<file path="src/rtl/decode_pkg.sv">
// Shared decode definitions: opcodes, destination selects,
// instruction field positions and the operand bundle type.
package decode_pkg;

  localparam int OP_HI  = 31;
  localparam int OP_LO  = 26;
  localparam int RS_HI  = 25;
  localparam int RS_LO  = 21;
  localparam int RT_HI  = 20;
  localparam int RT_LO  = 16;
  localparam int RD_HI  = 15;
  localparam int RD_LO  = 11;
  localparam int IMM_HI = 15;
  localparam int TGT_HI = 25;
  localparam int FN_HI  = 5;

  localparam logic [5:0] OP_RTYPE  = 6'h00;
  localparam logic [5:0] OP_REGIMM = 6'h01;
  localparam logic [5:0] OP_J      = 6'h02;
  localparam logic [5:0] OP_JAL    = 6'h03;
  localparam logic [5:0] OP_BEQ    = 6'h04;
  localparam logic [5:0] OP_BNE    = 6'h05;
  localparam logic [5:0] OP_BLEZ   = 6'h06;
  localparam logic [5:0] OP_BGTZ   = 6'h07;
  localparam logic [5:0] OP_ADDI   = 6'h08;
  localparam logic [5:0] OP_ADDIU  = 6'h09;
  localparam logic [5:0] OP_SLTI   = 6'h0A;
  localparam logic [5:0] OP_SLTIU  = 6'h0B;
  localparam logic [5:0] OP_ANDI   = 6'h0C;
  localparam logic [5:0] OP_ORI    = 6'h0D;
  localparam logic [5:0] OP_XORI   = 6'h0E;
  localparam logic [5:0] OP_LUI    = 6'h0F;
  localparam logic [5:0] OP_LB     = 6'h20;
  localparam logic [5:0] OP_LH     = 6'h21;
  localparam logic [5:0] OP_LW     = 6'h23;
  localparam logic [5:0] OP_LBU    = 6'h24;
  localparam logic [5:0] OP_LHU    = 6'h25;
  localparam logic [5:0] OP_SB     = 6'h28;
  localparam logic [5:0] OP_SH     = 6'h29;
  localparam logic [5:0] OP_SW     = 6'h2B;

  typedef enum logic [1:0] {
    WSEL_NONE = 2'b00,
    WSEL_RD   = 2'b01,
    WSEL_RT   = 2'b10,
    WSEL_R31  = 2'b11
  } wsel_t;

  typedef enum logic [2:0] {
    CL_R, CL_J, CL_JAL, CL_BR,
    CL_LD, CL_ST, CL_ALUI, CL_UNK
  } iclass_t;

  typedef enum logic [1:0] {
    S_IDLE, S_READ, S_OUT
  } state_t;

  typedef struct packed {
    logic [5:0]  exec_command;
    logic [5:0]  alu_command;
    logic [28:0] addr;
    logic [31:0] rs;
    logic [31:0] rt;
    wsel_t       wsel;
    logic [31:0] data;
    logic [4:0]  rd;
  } dec_out_t;

  function automatic iclass_t classify(
    input logic [5:0] op
  );
    iclass_t c;
    c = CL_UNK;
    unique case (op)
      OP_RTYPE: c = CL_R;
      OP_J:     c = CL_J;
      OP_JAL:   c = CL_JAL;
      OP_REGIMM, OP_BEQ, OP_BNE,
      OP_BLEZ, OP_BGTZ:
        c = CL_BR;
      OP_ADDI, OP_ADDIU, OP_SLTI,
      OP_SLTIU, OP_ANDI, OP_ORI,
      OP_XORI, OP_LUI:
        c = CL_ALUI;
      OP_LB, OP_LH, OP_LW,
      OP_LBU, OP_LHU:
        c = CL_LD;
      OP_SB, OP_SH, OP_SW:
        c = CL_ST;
      default: c = CL_UNK;
    endcase
    return c;
  endfunction

  function automatic logic is_zext(
    input logic [5:0] op
  );
    return (op == OP_ANDI) || (op == OP_ORI)
        || (op == OP_XORI) || (op == OP_LUI);
  endfunction

endpackage

</file>
<file path="src/rtl/decode_regfile.sv">
// 32x32 general register file: two async read ports,
// one sync write port, r0 hard-wired to zero.
module decode_regfile
  import decode_pkg::*;
(
  input  logic        clk,
  input  logic        rstn,
  input  logic [4:0]  ra,
  input  logic [4:0]  rb,
  output logic [31:0] qa,
  output logic [31:0] qb,
  input  logic        we,
  input  logic [4:0]  wa,
  input  logic [31:0] wd
);

  logic [31:0] mem [32];

  always_ff @(posedge clk) begin
    if (!rstn) begin
      for (int i = 0; i < 32; i++) begin
        mem[i] <= '0;
      end
    end else if (we && (wa != 5'd0)) begin
      mem[wa] <= wd;
    end
  end

  assign qa = (ra == 5'd0) ? 32'h0 : mem[ra];
  assign qb = (rb == 5'd0) ? 32'h0 : mem[rb];

endmodule

</file>
<file path="src/rtl/decode.sv">
// Decode / register-read stage: latches one instruction,
// reads operands with write-back bypass, registers the bundle.
module decode
  import decode_pkg::*;
(
  input  logic        clk,
  input  logic        rstn,
  input  logic        enable,
  input  logic [31:0] instr,
  output logic        done,
  output logic [5:0]  exec_command,
  output logic [5:0]  alu_command,
  output logic [28:0] addr,
  output logic [31:0] rs,
  output logic [31:0] rt,
  output logic [1:0]  wselector,
  output logic [31:0] data,
  output logic [4:0]  rd,
  input  logic        wenable,
  input  logic [4:0]  waddr,
  input  logic [31:0] wdata
);

  state_t      state;
  state_t      state_nx;
  logic [31:0] ir;
  logic [5:0]  op;
  logic [4:0]  rs_i;
  logic [4:0]  rt_i;
  logic [4:0]  rd_i;
  logic [15:0] imm;
  logic [25:0] target;
  logic [5:0]  funct;
  iclass_t     cls;
  logic [31:0] rf_rs;
  logic [31:0] rf_rt;
  logic [31:0] rs_val;
  logic [31:0] rt_val;
  logic        wb_live;
  logic [31:0] sext;
  logic [28:0] ea;
  dec_out_t    nxt;
  dec_out_t    q;

  assign op     = ir[OP_HI:OP_LO];
  assign rs_i   = ir[RS_HI:RS_LO];
  assign rt_i   = ir[RT_HI:RT_LO];
  assign rd_i   = ir[RD_HI:RD_LO];
  assign imm    = ir[IMM_HI:0];
  assign target = ir[TGT_HI:0];
  assign funct  = ir[FN_HI:0];
  assign cls    = classify(op);

  decode_regfile u_rf (
    .clk  (clk),
    .rstn (rstn),
    .ra   (rs_i),
    .rb   (rt_i),
    .qa   (rf_rs),
    .qb   (rf_rt),
    .we   (wenable),
    .wa   (waddr),
    .wd   (wdata)
  );

  // Same-cycle write-back wins over the array contents.
  assign wb_live = wenable && (waddr != 5'd0);
  assign rs_val  = (wb_live && waddr == rs_i) ? wdata : rf_rs;
  assign rt_val  = (wb_live && waddr == rt_i) ? wdata : rf_rt;

  always_ff @(posedge clk) begin
    if (!rstn) state <= S_IDLE;
    else       state <= state_nx;
  end

  always_comb begin
    state_nx = state;
    unique case (state)
      S_IDLE:  if (enable) state_nx = S_READ;
      S_READ:  state_nx = S_OUT;
      S_OUT:   state_nx = S_IDLE;
      default: state_nx = S_IDLE;
    endcase
  end

  always_ff @(posedge clk) begin
    if (!rstn) begin
      ir <= '0;
    end else if (state == S_IDLE && enable) begin
      ir <= instr;
    end
  end

  // Address math only needs 29 bits; the add wraps there.
  assign sext = {{16{imm[15]}}, imm};
  assign ea   = rs_val[28:0] + sext[28:0];

  always_comb begin
    nxt              = '0;
    nxt.exec_command = op;
    nxt.rs           = rs_val;
    nxt.rt           = rt_val;
    nxt.wsel         = WSEL_NONE;
    unique case (cls)
      CL_R: begin
        nxt.alu_command = funct;
        nxt.wsel        = WSEL_RD;
        nxt.rd          = rd_i;
      end
      CL_J: begin
        nxt.addr = {3'b000, target};
      end
      CL_JAL: begin
        nxt.addr = {3'b000, target};
        nxt.wsel = WSEL_R31;
        nxt.rd   = 5'd31;
      end
      CL_BR: begin
        nxt.data = sext;
        nxt.addr = sext[28:0];
      end
      CL_LD: begin
        nxt.data = sext;
        nxt.addr = ea;
        nxt.wsel = WSEL_RT;
        nxt.rd   = rt_i;
      end
      CL_ST: begin
        nxt.data = sext;
        nxt.addr = ea;
      end
      CL_ALUI: begin
        nxt.data = is_zext(op) ? {16'h0, imm} : sext;
        nxt.wsel = WSEL_RT;
        nxt.rd   = rt_i;
      end
      default: begin
      end
    endcase
  end

  always_ff @(posedge clk) begin
    if (!rstn) begin
      q    <= '0;
      done <= 1'b0;
    end else begin
      done <= (state == S_READ);
      if (state == S_READ) q <= nxt;
    end
  end

  assign exec_command = q.exec_command;
  assign alu_command  = q.alu_command;
  assign addr         = q.addr;
  assign rs           = q.rs;
  assign rt           = q.rt;
  assign wselector    = q.wsel;
  assign data         = q.data;
  assign rd           = q.rd;

endmodule

</file>
<file path="config.mk">
export PLATFORM = sky130hd
export DESIGN_NAME = decode
export DESIGN_NICKNAME = d
export VERILOG_FILES = /design/src/rtl/decode_pkg.sv /design/src/rtl/decode_regfile.sv /design/src/rtl/decode.sv
export SDC_FILE = /design/constraint.sdc
export NUM_CORES = 2
export LEC_CHECK = 0
export CORE_ASPECT_RATIO = 0.9
export CORE_UTILIZATION = 50
export CTS_CLUSTER_SIZE = 28
export DETAILED_ROUTE_END_ITERATION = 16
export PLACE_DENSITY = 0.7
export SYNTH_ARGS = -nofsm -noshare
export SYNTH_HDL_FRONTEND = slang
export SYNTH_SLANG_ARGS = --single-unit
</file>
<file path="constraint.sdc">
create_clock -name clk -period 5 [get_ports clk]
set_input_delay 1 -clock clk [delete_from_list [all_inputs] [get_ports clk]]
set_output_delay 1 -clock clk [all_outputs]
set_load 0.05 [all_outputs]
</file>
==> impl_metrics.env <==
export IMPL_p_int_mw=18.1
export IMPL_synth_top_family_by_area="multiplexers"
export IMPL_cts_made_buffers=120
export IMPL_p_switching_mw=6.61
export IMPL_grt_max_degree=95
export IMPL_layout_drive_gt1_share=0.268
export IMPL_start_util=0.506
export IMPL_portBuffers=217
export IMPL_endpoint_kind="flop"
export IMPL_synth_most_common_cell="edfxtp_1"
export IMPL_die_area_sq_um=126000
export IMPL_synth_seq_area_share=0.549
export IMPL_coreArea_sq_um=123000
export IMPL_fin_cells=6274
export IMPL_via_per_inst=6.70
export IMPL_met2_length_mm=94.3
export IMPL_crit_family="compound AO/OA/AOI/OAI gates"
export IMPL_tightest_slew_ns=1.32
export IMPL_switching_share=0.267
export IMPL_synth_mux_area_frac=0.241
export IMPL_power_total_mw=24.7
export IMPL_vdd_drop_max_mv=0.305
export IMPL_nFillCells=9380
export IMPL_die_w_um=375
export IMPL_grt_pass1_vias=40400
export IMPL_num_vias=42100
export IMPL_nNetsFinal=4660
export IMPL_multiInputGateArea_sq_um=27000
export IMPL_post_route_drc_count=0
export IMPL_min_period_over_period=0.992
export IMPL_synthAdderAreaFrac=0.00673
export IMPL_crit_top_cell="buf_4"
export IMPL_syn_area_sq_um=62500
export IMPL_worstSetupPathType="reg2reg"
export IMPL_wl_met3_mm=32.1
export IMPL_synth_area_top_cells="edfxtp_1 (49%), mux4_2 (23%), and2_1 (10%), dfxtp_1 (5.7%), clkbuf_1 (2.0%)"
export IMPL_timing_fmax_mhz=202
export IMPL_cpMaxStageDelayCell="o21ai_0"
export IMPL_overflow=0
export IMPL_yosys_warnings=0
export IMPL_synth_compound_area_share=0.0339
export IMPL_drt_pre_antenna_iters=6
export IMPL_dp_cells=6031
export IMPL_path_cells="buf_12 > buf_4 > buf_4 > buf_4 > mux4_2 > mux4_2 > mux2i_1 > buf_4 > o21ai_0 > ha_1 > a21o_1 > a21o_1 > a21o_1 > mux2i_1 > o22ai_1 > or3b_1"
export IMPL_synth_top_area_cell="edfxtp_1"
export IMPL_antenna_found_initial=17
export IMPL_ys_flop_type="edfxtp_1"
export IMPL_area_growth_pct=16.4
export IMPL_path_max_fanout=26
export IMPL_synth_avg_cell_area_sq_um=14.6
export IMPL_cp_num_buf_inv=5
export IMPL_htree_levels=3
export IMPL_status="finished clean"
export IMPL_synth_xor_area_frac=0.00447
export IMPL_p_per_area_nw_per_um2=340
export IMPL_comb_power_share=0.160
export IMPL_routed_wl_mm=213
export IMPL_drv_slew=0
export IMPL_power_frac_seq=0.478
export IMPL_postCtsHoldBufs=0
export IMPL_async_flop_share=0
export IMPL_skew_ns=0.0261
export IMPL_worst_path_largest_cell_delay_ns=1.00
export IMPL_cts_tree="yes"
export IMPL_drtAntennaViolNets=0
export IMPL_hold_slack_ns=0.455
export IMPL_worstSkewPairLatency_ns=0.75
export IMPL_finalCriticalPeriod_ns=4.96
export IMPL_synth_top_cell_area_share=0.492
export IMPL_routabilityCongestion=0.950
export IMPL_wl_per_cell_um=33.9
export IMPL_fin_tns_setup_ns=0
export IMPL_grt_pass1_wl_mm=299
export IMPL_startpoint_type="flop"
export IMPL_arrival_ns=5.57
export IMPL_worstPathRequired_ns=5.61
export IMPL_dieHeight_um=337
export IMPL_row_count=122
export IMPL_cts_root_buf="clkbuf_16"
export IMPL_highest_layer="met5"
export IMPL_hold_viol=0
export IMPL_synth_ff_latch_count=1201
export IMPL_drt_iter0_drc=6825
export IMPL_clk_path_buf_depth=3
export IMPL_clkPwrFrac=0.362
export IMPL_synthSimpleGateAreaFrac=0.134
export IMPL_setup_viol_count_final=0
export IMPL_synth_edf_count=1024
export IMPL_maxCapViolations=0
export IMPL_track_usage=0.336
export IMPL_hp_class="reg2reg"
export IMPL_place_hpwl_mm=126
export IMPL_syn_inst=4287
export IMPL_cts_sinks=1201
export IMPL_total_leakage_power_nw=24.3
export IMPL_ioPinCount=218
export IMPL_clkTransAtPathRegs_ns=0.06
export IMPL_relSlewSlack=0.111
export IMPL_wl_met1_mm=76.7
export IMPL_seqCellArea_sq_um=34300
export IMPL_yosys_top_cells_count="edfxtp_1 (1024), and2_1 (997), mux4_2 (635)"
export IMPL_synth_distinct_cells=62
per-layer routing:
layer,GRT usage,vias up
met5,0,-
met4,0.141,8
met3,0.103,542
met2,0.500,3462
met1,0.461,21300
li1,-,16800
stage by stage:
step           setup WS, ns  area [sq um]   util
6_report             0.0411         72700  0.589
5_1_grt             -0.0120         72700  0.589
4_1_cts              0.0605         72500  0.587
3_5_place_dp         -0.539         68800  0.557
3_3_place_gp         -0.538         68800  0.557
2_1_floorplan        0.0182         62600      -
tightest hold or removal path: stages, from the launching register on:
cell and delay, ns:
dfxtp_1 0.31, nand2_1 0.05, a21oi_1 0.05
power by group through the flow:
stage	clock network (mW)	logic, mW	registers (mW)
6_report	8.95	3.96	11.8
5_1_grt	9.34	4.09	11.9
4_1_cts	8.98	3.87	11.8
3_5_place_dp	0	3.85	12.0
3_3_place_gp	0	3.83	12.0
2_1_floorplan	0	2.17	12.0
sequential cells by signal, summed over array words and instances (netlist names), named ones only:
register and cells:
wselector 2, addr 29, alu_command 6, rt 32
rs 32, exec_command 6, state 2, rd 5
cls 3, done 1, ir 32, data 17
u_rf.mem 1024
layout by cell type, fill, tap and decap left out, types with 6 or more instances in the layout:
cell,synthesis,layout
ha_1,32,32
nor3_1,64,58
nor2_4,0,25
mux2i_1,76,75
o21ai_0,109,81
mux4_2,635,635
o211ai_1,34,34
a21o_1,13,13
nor3_2,0,6
conb_1,1,32
a22oi_1,23,23
a211oi_1,8,8
buf_4,17,285
nand3_1,14,14
nand2_1,178,178
clkinv_1,0,27
o21a_1,7,7
diode_2,0,8
xor2_1,10,10
buf_12,0,56
clkbuf_16,0,123
and2_1,997,997
inv_1,19,18
dfxtp_4,0,8
nor2_1,200,175
nand2b_2,0,6
nor2b_1,11,9
a221oi_1,27,27
nand2b_1,17,10
bufinv_16,0,9
a21oi_1,82,82
xnor2_1,20,20
clkdlybuf4s50_1,0,216
clkinv_2,0,29
o21ai_4,0,25
edfxtp_1,1024,1024
dfxtp_1,177,167
clkbuf_1,326,25
what timing repair did:
item,CTS,global route
endpoints found under the hold margin,0,0
setup endpoints to repair,0,8
gates resized for setup,0,13
buffers inserted,0,12
worst paths after layout:
| path | to | from | depth (start not counted) | slack (ns) |
|---|---|---|---|---|
| min | rs[28] | rs[28] | 2 | 0.46 |
| min reg2reg | rs[28] | rs[28] | 2 | 0.46 |
| max reg2reg | addr[28] | flop | 16 | 0.04 |
| max | addr[28] | flop | 16 | 0.04 |
area by class of cell:
class	count	share of cell area
clock inverters	72	0.00804
well taps	1612	0.0277
repair buffers	561	0.0760
diodes	8	0.000275
multi-input cells	2651	0.371
inverters	19	0.00108
flip-flops and latches	1201	0.472
clock buffers	150	0.0438
cell families (layout without fill, tap and decap cells):
logic type	Yosys count	after routing
adder cells (fa/ha/maj)	33	33
XOR/XNOR	31	31
buffers and inverters	466	802
multiplexers	711	711
flip-flops	1201	1201
other	1	40
AO/OA/AOI/OAI	338	338
AND/OR/NAND/NOR	1506	1506
No activity file was read; power rests on OpenSTA's default activity.
